`config.mk`:
```
export PLATFORM = sky130hd
export DESIGN_NAME = pipe_elastic_chain
export DESIGN_NICKNAME = d
export VERILOG_FILES = /design/src/rtl/pipe_elastic_chain.sv
export SDC_FILE = /design/constraint.sdc
export NUM_CORES = 1
export LEC_CHECK = 0
export ABC_AREA = 1
export CELL_PAD_IN_SITES_DETAIL_PLACEMENT = 1
export CELL_PAD_IN_SITES_GLOBAL_PLACEMENT = 1
export CORE_ASPECT_RATIO = 1.25
export CORE_MARGIN = 2
export CORE_UTILIZATION = 41
export CTS_BUF_LIST = sky130_fd_sc_hd__clkbuf_16
export CTS_CLUSTER_SIZE = 16
export DETAILED_ROUTE_END_ITERATION = 10
export PLACE_DENSITY = 0.82
export SLEW_MARGIN = 15
export SYNTH_ARGS = -nofsm -noshare
export SYNTH_HDL_FRONTEND = slang
export SYNTH_SLANG_ARGS = --single-unit
```
`constraint.sdc`:
```
create_clock -name clk -period 2.5 [get_ports clk]
set_input_delay 0.5 -clock clk [delete_from_list [all_inputs] [get_ports clk]]
set_output_delay 0.5 -clock clk [all_outputs]
set_load 0.01 [all_outputs]
```
`src/rtl/pipe_elastic_chain.sv`:
```
// rtl/pipe_elastic_chain.sv - four-stage elastic register chain with bubble collapsing
//
// Purpose: holds up to four words between a producer (head) and a consumer
// (tail). Each stage advances on its own whenever the stage below it can take
// a word, so empty stages (bubbles) are squeezed out even while the tail is
// stalled. Words drain in arrival order. A synchronous flush drops all held
// words, and a free-running counter records completed output transfers.
//
// Ports:
//   clk        clock, rising edge
//   rst        asynchronous active-low reset
//   in_valid   head word offered
//   in_data    head word
//   in_ready   chain accepts the head word this cycle
//   out_valid  tail stage holds a word
//   out_data   tail word
//   out_ready  consumer takes the tail word this cycle
//   flush      synchronous clear of all stages
//   count      number of valid stages, 0..4
//   xfer_cnt   completed output transfers, wrapping

module pipe_elastic_chain #(
    parameter int WIDTH = 8,
    parameter int CNTW  = 16
) (
    input  logic             clk,
    input  logic             rst,
    input  logic             in_valid,
    input  logic [WIDTH-1:0] in_data,
    output logic             in_ready,
    output logic             out_valid,
    output logic [WIDTH-1:0] out_data,
    input  logic             out_ready,
    input  logic             flush,
    output logic [2:0]       count,
    output logic [CNTW-1:0]  xfer_cnt
);

    logic [3:0]       v;
    logic [WIDTH-1:0] d [4];

    // Ready ripples combinationally from the tail: a stage can load when it is
    // empty or when the stage below it is itself able to move.
    logic r0, r1, r2, r3;
    logic [3:0] rdy;

    assign r3  = !v[3] | out_ready;
    assign r2  = !v[2] | r3;
    assign r1  = !v[1] | r2;
    assign r0  = !v[0] | r1;
    assign rdy = {r3, r2, r1, r0};

    assign in_ready = r0 & !flush;

    // Source of each stage: S0 takes the accepted head word, Sk takes S(k-1).
    logic [3:0]       up_v;
    logic [WIDTH-1:0] up_d [4];

    assign up_v    = {v[2:0], in_valid & in_ready};
    assign up_d[0] = in_data;
    assign up_d[1] = d[0];
    assign up_d[2] = d[1];
    assign up_d[3] = d[2];

    logic [3:0] v_nxt;
    logic [2:0] count_nxt;

    always_comb begin
        v_nxt = v;
        for (int k = 0; k < 4; k++) begin
            if (rdy[k]) begin
                v_nxt[k] = up_v[k];
            end
        end
        if (flush) begin
            v_nxt = 4'b0000;
        end
    end

    // count is registered from the next-state valid bits so it always matches v.
    assign count_nxt = {2'b00, v_nxt[0]} + {2'b00, v_nxt[1]}
                     + {2'b00, v_nxt[2]} + {2'b00, v_nxt[3]};

    wire out_xfer = v[3] & out_ready;

    always_ff @(posedge clk or negedge rst) begin
        if (!rst) begin
            v        <= 4'b0000;
            count    <= 3'd0;
            xfer_cnt <= '0;
            for (int k = 0; k < 4; k++) begin
                d[k] <= '0;
            end
        end else begin
            v     <= v_nxt;
            count <= count_nxt;
            // Data only moves with a valid word; flush leaves data untouched.
            for (int k = 0; k < 4; k++) begin
                if (rdy[k] && up_v[k] && !flush) begin
                    d[k] <= up_d[k];
                end
            end
            // A word handed to the consumer during flush still counts.
            if (out_xfer) begin
                xfer_cnt <= xfer_cnt + {{(CNTW-1){1'b0}}, 1'b1};
            end
        end
    end

    assign out_valid = v[3];
    assign out_data  = d[3];

endmodule

```
Word level (Yosys, flattened, before mapping)
Cells that the tools add are included.
- memory bits (writable): 0
- latch bits: 0
- ROM bits: 0
- register bits: 55
- memories: 0
- logic and storage cells: 36
- input port bits: 13
- reductions and logical operators: 13
- multiplexer cells: 5
- bitwise logic cells: 7
- $add $sub $neg: 4
- equal/unequal tests: 0
- shifts and indexed selects: 0
- div/mod/pow operators: 0
- $lt $le $gt $ge: 0
- $mul: 0
- operators with widths (cell ; number):
    $add A16 B1 Y16 const B ; 1
    $logic_and A1 B1 Y1 ; 8
    $logic_not A1 Y1 ; 5
    $mux W1 ; 4
    $mux W4 ; 1
    $or A1 B1 Y1 ; 4
    $add A2 B1 Y3 ; 1
    $add A3 B1 Y3 ; 1
    $and A1 B1 Y1 ; 3
    $add A1 B1 Y2 ; 1

Logic depth before layout (Yosys ltp)
Gate-level depths: netlist (run 1).
- depth in word-level cells: 12
- gate-level depth with buffers: 8
- mapped depth without buffers: 8

Worst setup path before layout (run 1)
No wires, ideal clock.
- path type: input -> register
- from: in in_valid
- to: reg count[1]
- arrival: 1956 ps
- cell stages on the path: 6
- slack: 418 ps
- cells stage by stage: buf_1 -> inv_1 -> a21oi_1 -> fa_1 -> ha_1 -> ha_1
- longest elaborated chain between the ends: 6
- ends and longest elaborated chain (element ; line ; source):
    start, declared ; 28 ; input logic in_valid,
    $and A1 B1 Y1 ; 59 ; assign up_v = {v[2:0], in_valid & in_ready};
    $mux W1 ; 71 ; if (rdy[k]) begin
    $mux W4 ; 75 ; if (flush) begin
    named net v_nxt[0] ; 65 ; logic [3:0] v_nxt;
    $add A1 B1 Y2 ; 81 ; assign count_nxt = {2'b00, v_nxt[0]} + {2'b00, v_nxt[1]}
    $add A2 B1 Y3 ; 82 ; + {2'b00, v_nxt[2]} + {2'b00, v_nxt[3]};
    $add A3 B1 Y3 ; 82 ;
    named net count_nxt[1] ; 66 ; logic [2:0] count_nxt;
    end signal, assigned ; 96 ; count <= count_nxt;
    end, declared ; 35 ; output logic [2:0] count,
The timed path passes the listed nets, and every way through them passes these cells.
A chain may end at the register's enable or synchronous reset.

Worst setup path in the final report (run 1)
- from: in out_ready
- to: out in_ready
- longest elaborated chain between the ends: 5
- ends and longest elaborated chain (element ; line ; source):
    start, declared ; 33 ; input logic out_ready,
    $or A1 B1 Y1 ; 47 ; assign r3 = !v[3] | out_ready;
    $or A1 B1 Y1 ; 48 ; assign r2 = !v[2] | r3;
    $or A1 B1 Y1 ; 49 ; assign r1 = !v[1] | r2;
    $or A1 B1 Y1 ; 50 ; assign r0 = !v[0] | r1;
    $and A1 B1 Y1 ; 53 ; assign in_ready = r0 & !flush;
    end, declared ; 30 ; output logic in_ready,
Every way passes these cells.

==> results.json, run 1 <==
{
  "ys_warn_count": 0,
  "fin_ws_ns": 0.105,
  "grt_use_met3_pct": 4.07,
  "fp.dieH_um": 91.8,
  "endpoint_kind": "output port",
  "htree_levels": 2,
  "final_cell_mix": "nand2_1, dfrtp_1, clkdlybuf4s50_1",
  "synth_top_area_share_pct": 54.4,
  "ys_ff_latch": 55,
  "drt_first_pass_iters": 4,
  "ir_drop_mv": 0.313,
  "hold_slack_ns": 0.119,
  "cts_resized": 0,
  "crit_top_cell": "clkdlybuf4s50_1",
  "grt_util_met2_pct": 30.4,
  "synth_cell_type_count": 34,
  "fp.dieArea_sq_um": 6820,
  "core_sq_um": 6090,
  "die_x_um": 74.2,
  "synth_area_leader_cell": "dfrtp_1",
  "p_leak_nw": 1.50,
  "worst-path-buf-inv": 4,
  "period_share_pct": 95.8,
  "synth_area_per_cell_sq_um": 9.92,
  "crit_type": "in -> out",
  "met1_usage_pct": 20.4,
  "drc": 0,
  "r2r_cells": 7,
  "ant_nets": 0,
  "final_core_util_pct": 51.7,
  "power_mw": 2.17,
  "routabilityCongestion": 0.818,
  "worst_r2r_endpoint": "count[1]$_DFF_PN0_",
  "crit_start": "out_ready",
  "synth_seq_area_share_pct": 54.4,
  "holdCritPathClass": "in -> async",
  "cts.sinks": 55,
  "fin_nets": 315,
  "critPathTopFamily": "buffers and inverters",
  "insertion_delay_ns": 0.29,
  "cts_tree": "done",
  "cp_max_fo": 4,
  "clock_path_buffers": 2,
  "finalHoldViolations": 0,
  "synth_nets": 272,
  "crit_path_start_kind": "input pin",
  "initial_core_util_pct": 41.6,
  "critical_path.reg2reg.startpoint": "v[3]$_DFF_PN0_",
  "synth_area_leaders": "dfrtp_1, nand2_1, inv_1, nand4_1, o21ai_2",
  "place_ws_ns": -0.109,
  "cap_violations": 0,
  "grtUsageTotal_pct": 17.3,
  "cts.reportedPaths.clkPinSlew_ns": 0.07,
  "status": "finished, final reports clean",
  "antenna_found_initial": 0,
  "final_common_cell": "nand2_1",
  "ioPinCount": 42,
  "powerDensity_nw_per_um2": 691,
  "grt-ovfl-total": 0,
  "port_buffers": 41,
  "cts_made_buffers": 5,
  "drt_iter0_drc": 81,
  "maxSlewHeadroom_pct": 74.7,
  "postPlaceCellArea_sq_um": 3000,
  "rows": 32,
  "path_cells": "clkdlybuf4s50_1 > inv_2 > nand3_2 > inv_4 > a31oi_1 > clkdlybuf4s50_1",
  "syn_area_sq_um": 2530,
  "reg2reg_slack_ns": 0.39,
  "viasPerCell": 4.74,
  "hpwl_mm": 3.99,
  "cts_root_buf": "clkbuf_16",
  "critPathMaxStageDelay_ns": 0.55,
  "syn_inst": 255,
  "wirelength_mm": 5.32,
  "vias": 1822,
  "ctsHoldBuffers": 0,
  "worstMarginPinSlew_ns": 0.379,
  "busiest_layer": "met2",
  "grt_pass1_wl_mm": 9.03,
  "area_delta_synth_final_pct": 24.3,
  "maxSlewViolCount": 0,
  "cp_slowest_cell": "clkdlybuf4s50_1",
  "grt_pass1_vias": 1909,
  "timing.fmax_mhz": 417,
  "rsz0062_at_grt": "false",
  "drive_gt1_share_pct": 17.4,
  "finalInstanceArea_sq_um": 3140,
  "arrival_ns": 1.90,
  "min_period_ns": 2.40,
  "wl_per_cell_um": 13.9,
  "diodes": 0,
  "crit_required_ns": 2.00,
  "grt_max_degree": 21,
  "cts_setup_buffers": 0,
  "n_fill_cell": 689,
  "finalSetupViolCount": 0,
  "finalClockSkew_ns": 0.00425
}
## cell type report
class | instances | area, sq um | share of cell area [%]
multi-input combinational | 155 | 925 | 29.4
sequential | 55 | 1380 | 43.8
tap | 85 | 106 | 3.38
timing repair buffer | 49 | 465 | 14.8
inverter | 32 | 123 | 3.90
clock buffer | 5 | 125 | 3.98
clock inverter | 3 | 23.8 | 0.756
## power breakdown
| group | total, mW | internal (mW) | switching [mW] |
|---|---|---|---|
| Sequential | 1.09 | 1.02 | 0.0749 |
| Clock | 0.692 | 0.375 | 0.318 |
| Combinational | 0.385 | 0.204 | 0.181 |
| Total | 2.17 | 1.60 | 0.574 |
## registers in the layout, indices dropped and copies added (netlist names)
signal    flops
d            24
xfer_cnt     16
out_data      8
v             4
count         3
## how the worst max path moves through the flow
stage                               to  slack, ns  cells after the start
finish                        in_ready       0.10                      6
global placement    count[1]$_DFF_PN0_       0.02                      9
detailed placement  count[1]$_DFF_PN0_      -0.11                      9
floorplan           count[1]$_DFF_PN0_       0.42                      6
global route                  in_ready       0.02                      6
CTS                           in_ready       0.09                      6
## cells in the mapped netlist (all sizes together)
cell type and instances:
a21oi 10, a31oi 1, buf 13, dfrtp 55, fa 1, ha 3, inv 32, mux2 1
nand2 63, nand3 9, nand3b 1, nand4 14, nor2 20, nor3 3, o21a 1, o21ai 19
xnor2 5, xor2 4
## layer usage
| metal | vias to the layer above | part of all wire (%) |
|---|---|---|
| met5 | - | 0 |
| met1 | 900 | 41 |
| li1 | 889 | - |
| met2 | 31 | 55 |
| met3 | 2 | 3.5 |
| met4 | 0 | 0.55 |
## worst register-to-register path, delay by kind of cell, from the launching register on
family / cells / cell delay (ns)
AOI/OAI and AO/OA: 1 / 0.27
adders and majority gates: 3 / 0.90
and+or+nand+nor: 2 / 0.23
buffers and inverters: 1 / 0.12
DFF: 1 / 0.47
## metrics by stage
step           std cells  TNS, ns
2_1_floorplan        255        0
3_3_place_gp         376        0
3_5_place_dp         376   -0.112
4_1_cts              384        0
5_1_grt              384        0
6_report             384        0
## cell families (layout without fill, tap and decap cells)
logic type,Yosys count,count (layout),synth area share (%)
compound gates,31,31,8.36
flops,55,55,54.4
buf+inv,45,89,9.01
xor+xnor,9,9,3.12
mux,1,1,0.445
simple gates,110,110,22.4
fa+ha+maj,4,4,2.28
Power figures use the tool's default switching activity.
==> run 2, diff against run 1 <==
--- a/config.mk
+++ b/config.mk
@@ -15,6 +15,7 @@
 export CTS_CLUSTER_SIZE = 16
 export DETAILED_ROUTE_END_ITERATION = 10
 export PLACE_DENSITY = 0.82
+export SKIP_LAST_GASP = 1
 export SLEW_MARGIN = 15
 export SYNTH_ARGS = -nofsm -noshare
 export SYNTH_HDL_FRONTEND = slang
==> results of run 2 <==
The final DEF is identical to that of run 1; final timing and power are the same.
